===== config.mk =====
export PLATFORM = sky130hd
export DESIGN_NAME = alu_reservation_station
export DESIGN_NICKNAME = d
export VERILOG_FILES = /design/src/rtl/alu_reservation_station.sv
export SDC_FILE = /design/constraint.sdc
export NUM_CORES = 2
export LEC_CHECK = 0
export ABC_AREA = 1
export BUFFER_PORTS_ARGS = -buffer_cell sky130_fd_sc_hd__buf_4
export CAP_MARGIN = 5
export CORE_ASPECT_RATIO = 0.6
export CORE_MARGIN = 2
export CORE_UTILIZATION = 30
export DETAILED_ROUTE_END_ITERATION = 7
export PLACE_DENSITY_LB_ADDON = 0.08
export SLEW_MARGIN = 10
export SYNTH_ARGS = -nofsm -noshare
export SYNTH_HDL_FRONTEND = slang
export SYNTH_SLANG_ARGS = --single-unit

===== constraint.sdc =====
create_clock -name in_clk -period 5.13 [get_ports in_clk]
set_input_delay 0.7695 -clock in_clk [delete_from_list [all_inputs] [get_ports in_clk]]
set_output_delay 0.7695 -clock in_clk [all_outputs]
set_load 0.03 [all_outputs]

===== src/rtl/alu_reservation_station.sv =====
// ALU reservation station: a collapsing queue of renamed ALU micro-ops.
// Each entry snoops the CDB for missing operands and flags. The oldest
// fully-ready entry is moved into a one-deep registered dispatch stage.

package alu_rs_pkg;
  typedef enum logic [3:0] {
    ALU_ADD  = 4'd0,
    ALU_SUB  = 4'd1,
    ALU_AND  = 4'd2,
    ALU_ORR  = 4'd3,
    ALU_EOR  = 4'd4,
    ALU_MOV  = 4'd5,
    ALU_CSEL = 4'd6,
    ALU_LSL  = 4'd7,
    ALU_LSR  = 4'd8,
    ALU_ASR  = 4'd9
  } alu_op_t;

  typedef logic [3:0] nzcv_t;
  typedef logic [3:0] cond_t;
endpackage

module alu_reservation_station
  import alu_rs_pkg::*;
#(
  parameter int NUM_ENTRIES = 4,
  parameter int TAG_WIDTH   = 4,
  parameter int GPR_SIZE    = 64,
  localparam int CW = $clog2(NUM_ENTRIES + 1),
  localparam int IW = $clog2(NUM_ENTRIES)
) (
  input  logic                 in_clk,
  input  logic                 in_rst_n,
  input  logic                 in_flush,
  input  logic                 in_ins_valid,
  output logic                 out_ins_ready,
  input  alu_op_t              in_ins_alu_op,
  input  logic [GPR_SIZE-1:0]  in_ins_val_a,
  input  logic [GPR_SIZE-1:0]  in_ins_val_b,
  input  logic                 in_ins_a_ready,
  input  logic                 in_ins_b_ready,
  input  logic [TAG_WIDTH-1:0] in_ins_a_tag,
  input  logic [TAG_WIDTH-1:0] in_ins_b_tag,
  input  nzcv_t                in_ins_nzcv,
  input  logic                 in_ins_nzcv_ready,
  input  logic [TAG_WIDTH-1:0] in_ins_nzcv_tag,
  input  logic [5:0]           in_ins_hw,
  input  logic                 in_ins_set_CC,
  input  cond_t                in_ins_cond,
  input  logic [TAG_WIDTH-1:0] in_ins_dst_tag,
  input  logic                 in_cdb_valid,
  input  logic [TAG_WIDTH-1:0] in_cdb_tag,
  input  logic [GPR_SIZE-1:0]  in_cdb_value,
  input  logic                 in_cdb_set_nzcv,
  input  nzcv_t                in_cdb_nzcv,
  output logic                 out_fu_valid,
  input  logic                 in_fu_ready,
  output alu_op_t              out_fu_alu_op,
  output logic [GPR_SIZE-1:0]  out_fu_val_a,
  output logic [GPR_SIZE-1:0]  out_fu_val_b,
  output logic [5:0]           out_fu_hw,
  output logic                 out_fu_set_CC,
  output cond_t                out_fu_cond,
  output nzcv_t                out_fu_prev_nzcv,
  output logic [TAG_WIDTH-1:0] out_fu_dst_tag,
  output logic [CW-1:0]        out_count
);

  typedef struct packed {
    alu_op_t              alu_op;
    logic [GPR_SIZE-1:0]  val_a;
    logic [GPR_SIZE-1:0]  val_b;
    logic                 a_ready;
    logic                 b_ready;
    logic [TAG_WIDTH-1:0] a_tag;
    logic [TAG_WIDTH-1:0] b_tag;
    nzcv_t                nzcv;
    logic                 nzcv_ready;
    logic [TAG_WIDTH-1:0] nzcv_tag;
    logic [5:0]           hw;
    logic                 set_cc;
    cond_t                cond;
    logic [TAG_WIDTH-1:0] dst_tag;
  } entry_t;

  entry_t                 slots      [NUM_ENTRIES];
  entry_t                 woken      [NUM_ENTRIES];
  entry_t                 slots_next [NUM_ENTRIES];
  entry_t                 new_entry;
  entry_t                 sel_entry;
  logic [CW-1:0]          count;
  logic [CW-1:0]          count_next;
  logic [CW-1:0]          ins_pos;
  logic [NUM_ENTRIES-1:0] eligible;
  logic                   sel_found;
  logic [IW-1:0]          sel_idx;
  logic                   do_insert;
  logic                   do_leave;

  assign out_count     = count;
  assign out_ins_ready = (count < CW'(NUM_ENTRIES));
  assign do_insert     = in_ins_valid && out_ins_ready;
  assign do_leave      = sel_found && (!out_fu_valid || in_fu_ready);
  assign ins_pos       = count - CW'(do_leave);
  assign count_next    = count + CW'(do_insert) - CW'(do_leave);
  assign sel_entry     = slots[sel_idx];

  // Build the incoming entry, capturing any operand the CDB delivers this same cycle
  always_comb begin
    new_entry            = '0;
    new_entry.alu_op     = in_ins_alu_op;
    new_entry.val_a      = in_ins_val_a;
    new_entry.val_b      = in_ins_val_b;
    new_entry.a_ready    = in_ins_a_ready;
    new_entry.b_ready    = in_ins_b_ready;
    new_entry.a_tag      = in_ins_a_tag;
    new_entry.b_tag      = in_ins_b_tag;
    new_entry.nzcv       = in_ins_nzcv;
    new_entry.nzcv_ready = in_ins_nzcv_ready;
    new_entry.nzcv_tag   = in_ins_nzcv_tag;
    new_entry.hw         = in_ins_hw;
    new_entry.set_cc     = in_ins_set_CC;
    new_entry.cond       = in_ins_cond;
    new_entry.dst_tag    = in_ins_dst_tag;
    if (in_cdb_valid) begin
      if (!in_ins_a_ready && in_ins_a_tag == in_cdb_tag) begin
        new_entry.val_a   = in_cdb_value;
        new_entry.a_ready = 1'b1;
      end
      if (!in_ins_b_ready && in_ins_b_tag == in_cdb_tag) begin
        new_entry.val_b   = in_cdb_value;
        new_entry.b_ready = 1'b1;
      end
      if (in_cdb_set_nzcv && !in_ins_nzcv_ready && in_ins_nzcv_tag == in_cdb_tag) begin
        new_entry.nzcv       = in_cdb_nzcv;
        new_entry.nzcv_ready = 1'b1;
      end
    end
  end

  // Apply CDB wakeup to every stored entry waiting on the broadcast tag
  always_comb begin
    for (int i = 0; i < NUM_ENTRIES; i++) begin
      woken[i] = slots[i];
      if (in_cdb_valid) begin
        if (!slots[i].a_ready && slots[i].a_tag == in_cdb_tag) begin
          woken[i].val_a   = in_cdb_value;
          woken[i].a_ready = 1'b1;
        end
        if (!slots[i].b_ready && slots[i].b_tag == in_cdb_tag) begin
          woken[i].val_b   = in_cdb_value;
          woken[i].b_ready = 1'b1;
        end
        if (in_cdb_set_nzcv && !slots[i].nzcv_ready && slots[i].nzcv_tag == in_cdb_tag) begin
          woken[i].nzcv       = in_cdb_nzcv;
          woken[i].nzcv_ready = 1'b1;
        end
      end
    end
  end

  // Pick the oldest occupied slot whose registered ready bits are all set
  always_comb begin
    sel_found = 1'b0;
    sel_idx   = '0;
    for (int i = NUM_ENTRIES - 1; i >= 0; i--) begin
      eligible[i] = (CW'(i) < count) && slots[i].a_ready && slots[i].b_ready
                    && slots[i].nzcv_ready;
      if (eligible[i]) begin
        sel_found = 1'b1;
        sel_idx   = IW'(i);
      end
    end
  end

  // Collapse the queue above a leaving slot and drop the new entry at the tail
  always_comb begin
    for (int i = 0; i < NUM_ENTRIES - 1; i++) begin
      slots_next[i] = woken[i];
      if (do_leave && IW'(i) >= sel_idx) begin
        slots_next[i] = woken[i + 1];
      end
    end
    slots_next[NUM_ENTRIES - 1] = woken[NUM_ENTRIES - 1];
    if (do_insert) begin
      slots_next[IW'(ins_pos)] = new_entry;
    end
  end

  // Station storage and occupancy; flush empties the queue
  always_ff @(posedge in_clk or negedge in_rst_n) begin
    if (!in_rst_n) begin
      count <= '0;
      for (int i = 0; i < NUM_ENTRIES; i++) begin
        slots[i] <= '0;
      end
    end else if (in_flush) begin
      count <= '0;
    end else begin
      count <= count_next;
      slots <= slots_next;
    end
  end

  // Dispatch register: load when free or draining, hold while the ALU stalls
  always_ff @(posedge in_clk or negedge in_rst_n) begin
    if (!in_rst_n) begin
      out_fu_valid     <= 1'b0;
      out_fu_alu_op    <= ALU_ADD;
      out_fu_val_a     <= '0;
      out_fu_val_b     <= '0;
      out_fu_hw        <= '0;
      out_fu_set_CC    <= 1'b0;
      out_fu_cond      <= '0;
      out_fu_prev_nzcv <= '0;
      out_fu_dst_tag   <= '0;
    end else if (in_flush) begin
      out_fu_valid <= 1'b0;
    end else if (do_leave) begin
      out_fu_valid     <= 1'b1;
      out_fu_alu_op    <= sel_entry.alu_op;
      out_fu_val_a     <= sel_entry.val_a;
      out_fu_val_b     <= sel_entry.val_b;
      out_fu_hw        <= sel_entry.hw;
      out_fu_set_CC    <= sel_entry.set_cc;
      out_fu_cond      <= sel_entry.cond;
      out_fu_prev_nzcv <= sel_entry.nzcv;
      out_fu_dst_tag   <= sel_entry.dst_tag;
    end else if (in_fu_ready) begin
      out_fu_valid <= 1'b0;
    end
  end

  count_bound: assert property (@(posedge in_clk) disable iff (!in_rst_n)
                                count <= CW'(NUM_ENTRIES));

endmodule


==> flow_summary.ini <==
[clock_tree]
root_buffer = clkbuf_16
clk_pin_slew_ns = 0.07
cts_hold_buf = 0
post_cts_buffers = 0
cts_tree = built
clk-insertion-delay-late_ns = 0.74
clock_path_buffers = 3
cts.sinks = 819
htreeDepth = 3
numCtsBuffers = 97
cts.repair.resized = 0

[floorplan]
die_h_um = 350
rows = 126
die_w_um = 581
ios = 401
initial_utilization = 0.303
die_area_mm2 = 0.203
coreArea_mm2 = 0.198

[synthesis]
synth-seq-area-share = 0.342
synth_common_cells = nand2_1 (4043), nand3_1 (2198), dfrtp_1 (819), o21ai_0 (782), clkbuf_1 (516)
synth_top_area_cell = dfrtp_1
synth_edf_count = 0
netlist.area_leader.share = 0.342
synth.distinct_cells = 30
syn_inst = 9927
synthTopCellsByArea = dfrtp_1 (34%), nand2_1 (25%), nand3_1 (18%)
netlist_area_mm2 = 0.0599
post_synth.cell_area_avg_um2 = 6.03
yosysMostFrequentCell = nand2_1
ys.flop_type = dfrtp_1
ys_warn_count = 0
synth_nets = 10200
ys_ff_latch = 819
async_flop_share = 1.00

[finish]
syn2layout_area_growth_pct = 14.2
nNetsFinal = 9980
final-instance-count-excl-fill = 12400
drive_gt1_frac = 0.0791
fin_area_mm2 = 0.0684

[grt]
grt_pass1_wl_um = 479000
grtUsageTotal = 0.314
grt_overflow = 0
grt_max_degree = 182
grt_pass1_vias = 66200
antenna_found_initial = 14

[critical_path]
crit_slowest_cell = nor2_4
arrival_ns = 4.66
cp_cell_sequence = inv_6, ha_1, inv_1, nand4_1, nand2_1, inv_2, nand2_1, nand2_1, nor2_4, buf_12, nand3_1, nand2_1, nand2_1, nand3_1, nand2_1
crit_path_end_kind = register
crit_fanout = 95
worst_path_most_repeated_cell = nand2_1
crit_required_ns = 5.76
cpPeakStageDelay_ns = 0.80
path_class = reg -> reg
crit_path_start_kind = register

[timing]
min_period_over_period = 0.786
min_period_ns = 4.03
worst_slack_ns = 1.10
timing.slew.headroom = 0.153
holdWs_ns = 0.0937
setup_viol = 0
drv_slew = 0
fmax_mhz = 248
skew_ns = 0.0181
finalHoldViolations = 0
rsz0062_at_grt = false
setup_tns_ns = 0
tightest_slew_ns = 1.27

[routing]
wl_per_cell_um = 26.5
drc = 0
dr.pass1.iters = 6
postRouteAntennaNets = 0
viasPerCell = 5.65
drt_iter0_drc = 9510
routed_wl_um = 330000
num_vias = 70200

[power]
ir_drop_mv = 0.883
p_leak_nw = 35.9
p_per_area_mw_per_mm2 = 634

[place]
gp_congestion = 0.841
dpl_cell_area_mm2 = 0.0650
portBuffers = 400
dp_cells = 12300
dp_hpwl_um = 182000
place_ws_ns = 1.18

[flow_run]
cap_violations = 0

[status]
status = complete, no violations

[min_path]
hold_path_class = in -> async
[registers in the layout, indices dropped and copies added (netlist names), 4 cells and up, named ones only]
| signal | flops |
|---|---|
| out_fu_alu_op | 4 |
| out_fu_hw | 6 |
| out_fu_val_a | 64 |
| slots | 633 |
| out_fu_dst_tag | 4 |
| out_fu_val_b | 64 |
| out_fu_prev_nzcv | 4 |
| out_fu_cond | 4 |
[cell families (layout without fill, tap and decap cells)]
logic type / Yosys count / in the layout / share of synthesized area
AND/OR/NAND/NOR: 6714 / 6714 / 0.479
buffers and inverters: 1376 / 1256 / 0.0901
AO/OA/AOI/OAI: 992 / 992 / 0.0843
flip-flops: 819 / 819 / 0.342
XOR/XNOR: 22 / 22 / 0.00322
adder cells (fa/ha/maj): 4 / 4 / 0.000962
other: 0 / 10 / 0
[through the flow]
step,power (mW),utilization
2_1_floorplan,26.3,-
4_1_cts,43.0,0.346
5_1_grt,46.4,0.346
3_3_place_gp,35.0,0.329
3_5_place_dp,35.2,0.329
6_report,43.3,0.346
[final timing paths]
check,from,to,slack (ns),cells after the start
min in group in_clk,in_ins_hw[1],register,0.37,3
max,out_count[1],slots[560],1.10,15
min reg2reg,slots[555],slots[555],0.47,2
min,in_rst_n,slots[482],0.09,1
max in group asynchronous,in_rst_n,slots[311],3.80,2
max reg2reg,out_count[1],slots[560],1.10,15
[layer usage]
layer | up-vias | wire length [um] | track usage
li1 | 31800 | - | -
met1 | 33700 | 149000 | 0.456
met2 | 4127 | 138000 | 0.464
met3 | 640 | 32600 | 0.0604
met4 | 0 | 10800 | 0.102
met5 | - | 0 | 0
[cell usage in the layout (no fill, tap or decap), drive strengths merged, types with 4 or more instances in the layout]
master  count
clkbuf    140
xor2       11
nand2    4044
o21bai      4
xnor2      11
o21ai     783
bufinv      8
clkinv     33
inv       507
dfrtp     819
nor2      186
and2      132
buf       567
nand3    2198
a21oi     181
o21a       20
nor3        7
diode      10
nand4     145
[where the power goes]
part | total (mW) | switching, mW | leakage, nW | internal (mW)
Clock | 7.69 | 3.35 | 1.66 | 4.34
Combinational | 23.9 | 16.6 | 23.8 | 7.28
Sequential | 11.7 | 2.26 | 10.4 | 9.49
[worst max-delay path, delay by kind of cell (launching register included)]
family	cells	cell delay, ns
buffers and inverters	4	0.83
adder cells (fa/ha/maj)	1	0.31
AND/OR/NAND/NOR	10	1.88
flip-flops	1	0.59
[layout make-up]
cell class                 instances  area (um^2)
clock buffer                     140         2920
sequential                       819        20500
tap                             2624         3280
timing repair buffer             567         5110
fill                           21700       129000
inverter                         514         1980
multi-input combinational       7732        34200
antenna                           10         25.0
clock inverter                    35          395
Note: power is estimated with default switching activity, not from simulation.
